--- config.mk ---
export PLATFORM = sky130hd
export DESIGN_NAME = ysyx_24110006_lsu_flat
export DESIGN_NICKNAME = d
export VERILOG_FILES = /design/src/rtl/ysyx_24110006_lsu_if.sv /design/src/rtl/ysyx_24110006_lsu.sv /design/src/flat_wrapper.sv
export SDC_FILE = /design/constraint.sdc
export NUM_CORES = 1
export LEC_CHECK = 0
export ABC_CLOCK_PERIOD_IN_PS = 3000
export BUFFER_PORTS_ARGS = -buffer_cell sky130_fd_sc_hd__buf_4
export CAP_MARGIN = 20
export CORE_MARGIN = 1
export CORE_UTILIZATION = 36
export DETAILED_ROUTE_END_ITERATION = 16
export PLACE_DENSITY = 0.65
export SLEW_MARGIN = 20
export SYNTH_ARGS = -nofsm -noshare
export SYNTH_HDL_FRONTEND = slang
export SYNTH_SLANG_ARGS = --single-unit
--- constraint.sdc ---
create_clock -name i_clock -period 3 [get_ports i_clock]
set_clock_uncertainty 0.2 [all_clocks]
set_input_delay 0 -clock i_clock [delete_from_list [all_inputs] [get_ports i_clock]]
set_output_delay 0 -clock i_clock [all_outputs]
set_load 0.01 [all_outputs]
--- src/rtl/ysyx_24110006_lsu_if.sv ---
// Data-bus interface between the LSU (master) and memory/interconnect (slave).
//   req   : request, held by the master until ack
//   we    : 1 = write
//   addr  : word-aligned byte address
//   wdata : write data, already lane-aligned
//   wstrb : byte strobes, 0 on reads
//   ack   : transfer complete; rdata/err valid this cycle
//   rdata : full read word
//   err   : bus error, qualified by ack
interface ysyx_24110006_lsu_if;
    logic        req;
    logic        we;
    logic [31:0] addr;
    logic [31:0] wdata;
    logic [3:0]  wstrb;
    logic        ack;
    logic [31:0] rdata;
    logic        err;

    modport master (
        output req, we, addr, wdata, wstrb,
        input  ack, rdata, err
    );

    modport slave (
        input  req, we, addr, wdata, wstrb,
        output ack, rdata, err
    );
endinterface

--- src/rtl/ysyx_24110006_lsu.sv ---
// Load/store unit. Takes the memory request issued by the EXU with a 1-cycle i_valid pulse,
// runs it on the data bus and returns a 1-cycle o_valid pulse to the WBU.
//   i_clock, i_reset          : clock, synchronous active-high reset
//   i_valid                   : EXU request pulse
//   i_mem_ren / i_mem_wen     : load / store request (both set = store)
//   i_mem_wmask               : store size mask, LSB-aligned (0001 b, 0011 h, 1111 w)
//   i_mem_read_t              : load funct3 (lb/lh/lw/lbu/lhu; 011/110/111 act as lw)
//   i_mem_addr                : byte address
//   i_wdata                   : store data, LSB-aligned
//   i_result                  : ALU result passed through for non-loads
//   bus                       : data-bus master port
//   o_valid                   : result pulse; o_rdata/o_err valid
//   o_rdata                   : extended load data or pass-through result
//   o_err                     : misaligned access, bus error or timeout
//   o_busy                    : FSM not idle
module ysyx_24110006_lsu #(
    parameter int unsigned TIMEOUT = 255
) (
    input  logic                        i_clock,
    input  logic                        i_reset,
    input  logic                        i_valid,
    input  logic                        i_mem_ren,
    input  logic                        i_mem_wen,
    input  logic [3:0]                  i_mem_wmask,
    input  logic [2:0]                  i_mem_read_t,
    input  logic [31:0]                 i_mem_addr,
    input  logic [31:0]                 i_wdata,
    input  logic [31:0]                 i_result,
    ysyx_24110006_lsu_if.master         bus,
    output logic                        o_valid,
    output logic [31:0]                 o_rdata,
    output logic                        o_err,
    output logic                        o_busy
);

    localparam logic [7:0] TimeoutLast = 8'(TIMEOUT - 1);

    // StPass stands in for the bus slot so non-memory ops see the same 2-cycle latency
    // as a zero-wait bus access.
    typedef enum logic [1:0] {StIdle, StPass, StReq, StDone} state_e;

    state_e      state_q;
    logic        valid_q;
    logic        req_q;
    logic        we_q;
    logic [29:0] addr_q;
    logic [1:0]  off_q;
    logic [31:0] wdata_q;
    logic [3:0]  wstrb_q;
    logic [2:0]  read_t_q;
    logic [7:0]  timer_q;
    logic [31:0] rdata_q;
    logic        err_q;

    logic        is_mem;
    logic        is_word;
    logic        is_half;
    logic        misaligned;
    logic [7:0]  byte_v;
    logic [15:0] half_v;
    logic [31:0] load_data;

    // Access size comes from wmask for stores and from read_t for loads; store wins.
    always_comb begin
        is_mem = i_mem_ren | i_mem_wen;
        if (i_mem_wen) begin
            is_word = i_mem_wmask[3];
            is_half = ~i_mem_wmask[3] & i_mem_wmask[1];
        end else begin
            is_word = i_mem_read_t[1];
            is_half = (i_mem_read_t[1:0] == 2'b01);
        end
        misaligned = (is_word & (i_mem_addr[1:0] != 2'b00)) | (is_half & i_mem_addr[0]);
    end

    // read_t[2] marks the unsigned variants.
    always_comb begin
        byte_v = bus.rdata[{off_q, 3'b000} +: 8];
        half_v = bus.rdata[{off_q[1], 4'b0000} +: 16];
        if (read_t_q[1]) begin
            load_data = bus.rdata;
        end else if (read_t_q[0]) begin
            load_data = {{16{half_v[15] & ~read_t_q[2]}}, half_v};
        end else begin
            load_data = {{24{byte_v[7] & ~read_t_q[2]}}, byte_v};
        end
    end

    always_ff @(posedge i_clock) begin
        if (i_reset) begin
            state_q  <= StIdle;
            valid_q  <= 1'b0;
            req_q    <= 1'b0;
            we_q     <= 1'b0;
            addr_q   <= '0;
            off_q    <= '0;
            wdata_q  <= '0;
            wstrb_q  <= '0;
            read_t_q <= '0;
            timer_q  <= '0;
            rdata_q  <= '0;
            err_q    <= 1'b0;
        end else begin
            valid_q <= 1'b0;
            case (state_q)
                StIdle: begin
                    if (i_valid) begin
                        rdata_q <= i_result;
                        err_q   <= is_mem & misaligned;
                        if (is_mem && !misaligned) begin
                            state_q  <= StReq;
                            req_q    <= 1'b1;
                            we_q     <= i_mem_wen;
                            addr_q   <= i_mem_addr[31:2];
                            off_q    <= i_mem_addr[1:0];
                            wdata_q  <= i_wdata << {i_mem_addr[1:0], 3'b000};
                            wstrb_q  <= i_mem_wen ? (i_mem_wmask << i_mem_addr[1:0]) : 4'b0000;
                            read_t_q <= i_mem_read_t;
                            timer_q  <= '0;
                        end else begin
                            state_q <= StPass;
                        end
                    end
                end
                StPass: begin
                    state_q <= StDone;
                    valid_q <= 1'b1;
                end
                StReq: begin
                    // Ack is checked first so it wins over a coincident timeout.
                    if (bus.ack) begin
                        state_q <= StDone;
                        valid_q <= 1'b1;
                        req_q   <= 1'b0;
                        err_q   <= bus.err;
                        if (!we_q) begin
                            rdata_q <= load_data;
                        end
                    end else if (timer_q == TimeoutLast) begin
                        state_q <= StDone;
                        valid_q <= 1'b1;
                        req_q   <= 1'b0;
                        err_q   <= 1'b1;
                    end else begin
                        timer_q <= timer_q + 8'd1;
                    end
                end
                StDone: begin
                    state_q <= StIdle;
                end
                default: begin
                    state_q <= StIdle;
                end
            endcase
        end
    end

`ifndef SYNTHESIS
    always_ff @(posedge i_clock) begin
        if (!i_reset && i_valid && state_q != StIdle) begin
            $display("ysyx_24110006_lsu: warning: i_valid ignored while busy");
        end
    end
`endif

    assign bus.req   = req_q;
    assign bus.we    = we_q;
    assign bus.addr  = {addr_q, 2'b00};
    assign bus.wdata = wdata_q;
    assign bus.wstrb = wstrb_q;

    assign o_valid = valid_q;
    assign o_rdata = rdata_q;
    assign o_err   = err_q;
    assign o_busy  = (state_q != StIdle);

endmodule
--- src/flat_wrapper.sv ---
// flat-port wrapper written by rule: the top's interface ports become plain ports
module ysyx_24110006_lsu_flat 
#(
    parameter int unsigned TIMEOUT = 255
)
  (i_clock, i_reset, i_valid, i_mem_ren, i_mem_wen, i_mem_wmask, i_mem_read_t, i_mem_addr, i_wdata, i_result, o_valid, o_rdata, o_err, o_busy, bus_req, bus_we, bus_addr, bus_wdata, bus_wstrb, bus_ack, bus_rdata, bus_err);
  ysyx_24110006_lsu_if bus_i ();
  input  logic i_clock;
  input  logic i_reset;
  input  logic i_valid;
  input  logic i_mem_ren;
  input  logic i_mem_wen;
  input  logic [3:0] i_mem_wmask;
  input  logic [2:0] i_mem_read_t;
  input  logic [31:0] i_mem_addr;
  input  logic [31:0] i_wdata;
  input  logic [31:0] i_result;
  output logic o_valid;
  output logic [31:0] o_rdata;
  output logic o_err;
  output logic o_busy;
  output wire logic [$bits(bus_i.req)-1:0] bus_req;
  output wire logic [$bits(bus_i.we)-1:0] bus_we;
  output wire logic [$bits(bus_i.addr)-1:0] bus_addr;
  output wire logic [$bits(bus_i.wdata)-1:0] bus_wdata;
  output wire logic [$bits(bus_i.wstrb)-1:0] bus_wstrb;
  input wire logic [$bits(bus_i.ack)-1:0] bus_ack;
  input wire logic [$bits(bus_i.rdata)-1:0] bus_rdata;
  input wire logic [$bits(bus_i.err)-1:0] bus_err;
  assign bus_req = bus_i.req;
  assign bus_we = bus_i.we;
  assign bus_addr = bus_i.addr;
  assign bus_wdata = bus_i.wdata;
  assign bus_wstrb = bus_i.wstrb;
  assign bus_i.ack = bus_ack;
  assign bus_i.rdata = bus_rdata;
  assign bus_i.err = bus_err;
  ysyx_24110006_lsu #(.TIMEOUT(TIMEOUT)) u_core (.i_clock(i_clock), .i_reset(i_reset), .i_valid(i_valid), .i_mem_ren(i_mem_ren), .i_mem_wen(i_mem_wen), .i_mem_wmask(i_mem_wmask), .i_mem_read_t(i_mem_read_t), .i_mem_addr(i_mem_addr), .i_wdata(i_wdata), .i_result(i_result), .bus(bus_i), .o_valid(o_valid), .o_rdata(o_rdata), .o_err(o_err), .o_busy(o_busy));
endmodule
==> flow_results.org <==
** Floorplan
- The die covers 16800 µm².
- The floorplan has 46 rows.
- Die extent in y :: 129 µm
- Pin placement for this block handled 247 I/O pins.
- Placeable core region :: 15900 µm²
- Effective utilization at floorplan :: 36.8%
- Chip width :: 129 µm

** STA
- Max_slew headroom :: 47.7%
- Slew Viols, Final :: 0
- Setup violations remaining at the end of the flow were counted as 0.
- Final-report hold violation count :: 0
- Part of the cycle the worst path needs :: 93.7%
- Highest clock frequency the design can meet :: 0.356 GHz
- For the pin with the worst max-slew slack, the measured transition is 783 ps.
- Setup repair after global routing left no endpoint under its margin.
- After routing, the total negative slack on setup checks comes to 0 ps.
- The clock period could shrink to 2810 ps.

** Final layout
- Excluding fillers, the count of instances in the completed layout stands at 1346.
- Cells with a size suffix above 1 make up 28.7% of the layout.
- Total non-filler cell area in the finished layout :: 10100 µm²
- Highest-count cells in the layout ignoring fill and taps :: buf_4, dlygate4sd3_1, nand2_1
- Compared with the post-synthesis result, the final layout area differs by 72.9%.
- Fill cells in the final layout number 1321.
- Measured on the finished design, the core utilization comes to 63.6%.
- The library cell used most frequently in the layout, excluding fill and tap cells, is buf_4.
- Number of antenna repair diodes :: 0
- Number of nets at the end of the flow :: 1265

** CTS
- After clock tree synthesis, the clock-pin slew on the worst setup and hold paths is 60 ps.
- TritonCTS built the clock tree.
- TritonCTS created 17 clock buffers.
- Total clock sinks :: 117
- Clock tree root driver cell :: clkbuf_16
- Clk_lat worst skew :: 410 ps
- Number of buffers on the longest clock path :: 2
- # H-tree levels :: 4
- Number of buffers added for setup after CTS :: 0

** Worst setup path
- STA classifies the critical path endpoint as a flip-flop.
- Worst setup path class :: reg -> reg
- The critical path starts at u_core.state_q[0].
- In this run the worst path has a maximum fanout of 21.
- At the worst endpoint, the arrival time is 2960 ps.
- Reg-to-Reg Start :: u_core.state_q[0]
- STA classifies the critical path startpoint as a flip-flop.
- STA puts the critical path data required time at 3150 ps.

** Worst hold path
- In this run the worst hold path is classified as in -> reg.
- In this run the most critical hold path is launched from bus_rdata[30].

** Placed design
- Port buffering added 244 buffers.
- Once placement finished, the instance area stood at 7730 µm².
- Cells after DPL :: 1139
- Estimated wirelength of the detail-placed design :: 13900 µm
- The congestion estimate from routability-driven global placement came to 0.833.

** Global routing
- First-pass GRT wire length :: 34300 µm
- Global routing consumed, on the met3 layer, 8.09% of the routing resources.
- Global-route total usage across every layer :: 26.3%
- The layer flagged by global routing as most heavily used is met2.
- Gr ovfl total :: 0
- Largest net degree at the start of global routing :: 68
- For met2 alone, demand over resource in global routing was 45.4%.
- The initial antenna violation count was 0.
- In the global route stage, met1 resource usage came out at 29.8%.
- Vias in the first global route :: 6804

** Routing
- Drt wl/cell :: 16.9 µm
- Summed over all layers, the routed wires come to 22800 µm.
- Post-route DRC :: 0
- After detailed routing, the number of vias per cell comes to 5.26.
- Number of nets still failing antenna checks after routing :: 0
- The final route contains 7076 vias.
- For this block, the initial DRC count from the detailed router was 474.
- The first detailed-routing pass ran for 5 iterations.

** Power
- The analysis attributes to cell leakage a power of 4.22 nW.
- Post-layout power :: 0.00689 W
- The worst-case IR drop observed on VDD is 0.436 mV.
- Dividing total power by cell area gives a power density of 682 nW/µm².

** Synth
- Mean post-synth cell area :: 8.02 µm²
- Of all flip-flops after synthesis, the portion carrying an async set or reset was 0%.
- Synth warnings :: 0
- Area of the mapped netlist :: 5850 µm²
- After synthesis, flip-flops and latches occupy 40.1% of the total area.
- Netlist cell types :: 58
- For this run, the leading register cell type out of synthesis is dfxtp_1.
- #FFs+latches synth :: 117
- Synthesis produced 729 cells.
- Yosys mapped a number of flops with a built-in enable equal to 0.

** Run status
- The run finished with clean final reports.

** Run
- Max-capacitance violation count :: 0
[power breakdown]
part	switching, W	internal, W
Combinational	0.00143	0.00131
Clock	0.000764	0.00135
Sequential	0.000187	0.00185
Total	0.00238	0.00451
[path summary, 6_finish.rpt]
| kind | endpoint | slack, ps | cells after the start |
|---|---|---|---|
| setup / recovery | u_core.bus.wdata[11] | 190 | 9 |
| hold / removal | u_core.o_rdata[14] | 40 | 4 |
| setup reg to reg | u_core.bus.wdata[11] | 190 | 9 |
| hold reg to reg | u_core.addr_q[13] | 250 | 2 |
[repair_timing]
item                                   in CTS  in global routing
setup endpoints to repair                   0                 17
endpoints found under the hold margin     115                  0
resized for setup                           0                  5
hold buffers                              175                  0
[per-layer routing]
metal  wire length (µm)  part of all wire [%]
met2              11300                    50
met3               1820                   8.0
met4                614                   2.7
met5                  0                     0
met1               9020                    40
[per-stage QoR]
step / setup WS (ps) / hold slack [ps]
floorplan: 915 / -64.0
global placement: 621 / 46.6
detailed placement: 495 / 56.0
CTS: 15.2 / 10.1
global route: 55.6 / 31.1
finish: 188 / 41.2
[cell usage after synthesis, types with 2 or more instances]
| cell type | number | share of area (%) |
|---|---|---|
| nand2_1 | 162 | 10 |
| dfxtp_1 | 117 | 40 |
| a21oi_1 | 96 | 8.2 |
| nor2_1 | 39 | 2.5 |
| clkbuf_1 | 37 | 2.4 |
| o221ai_1 | 30 | 4.5 |
| a211oi_1 | 19 | 2.4 |
| mux2i_1 | 19 | 3.3 |
| nor3_1 | 19 | 1.6 |
| and2_1 | 18 | 1.9 |
| mux2_2 | 17 | 3.3 |
| buf_4 | 13 | 1.7 |
| nand3_1 | 13 | 1.1 |
| o211ai_1 | 12 | 1.5 |
| buf_2 | 10 | 0.86 |
| inv_1 | 10 | 0.64 |
| or3_1 | 9 | 0.96 |
| a22oi_1 | 8 | 1.0 |
| a31oi_1 | 8 | 0.86 |
| a221oi_1 | 7 | 1.0 |
| buf_6 | 6 | 1.2 |
| ha_1 | 6 | 1.3 |
| o21ai_0 | 6 | 0.51 |
| o21ai_1 | 5 | 0.43 |
| o31ai_1 | 4 | 0.51 |
| nand4_1 | 3 | 0.32 |
| nor2b_1 | 3 | 0.32 |
| nand2b_1 | 2 | 0.21 |
| nor3_2 | 2 | 0.34 |
[worst max-delay path: stages (launching register included)]
cell,delay (ps)
dfxtp_1,320
inv_1,160
ha_4,220
nand2_1,100
nor2_2,220
nand2_2,190
buf_4,260
or3_1,350
dlygate4sd3_1,570
a21oi_1,140
[cell families after synthesis]
group / synth area share, %
other: 0.0642
adders and majority gates: 1.28
DFF: 40.1
AOI/OAI and AO/OA: 24.3
and+or+nand+nor: 20.7
buffers and inverters: 6.83
muxes: 6.78
[sequential cells by signal, summed over array words and instances, names as in the netlist]
register and flops:
u_core.o_rdata 32, u_core.bus.req 1, u_core.bus.we 1, u_core.off_q 2, u_core.bus.wstrb 4, u_core.state_q 2
u_core.timer_q 8, u_core.read_t_q 3, u_core.addr_q 30, u_core.o_err 1, u_core.bus.wdata 32, u_core.o_valid 1
[layout make-up]
type / count / area [µm²] / share of cell area, %
timing repair buffer: 435 / 3720 / 36.8
multi-input combinational: 535 / 3130 / 30.9
sequential: 117 / 2340 / 23.2
clock buffer: 20 / 457 / 4.52
tap: 216 / 270 / 2.67
clock inverter: 12 / 154 / 1.52
inverter: 11 / 41.3 / 0.408
No activity file was read; power rests on OpenSTA's default activity.
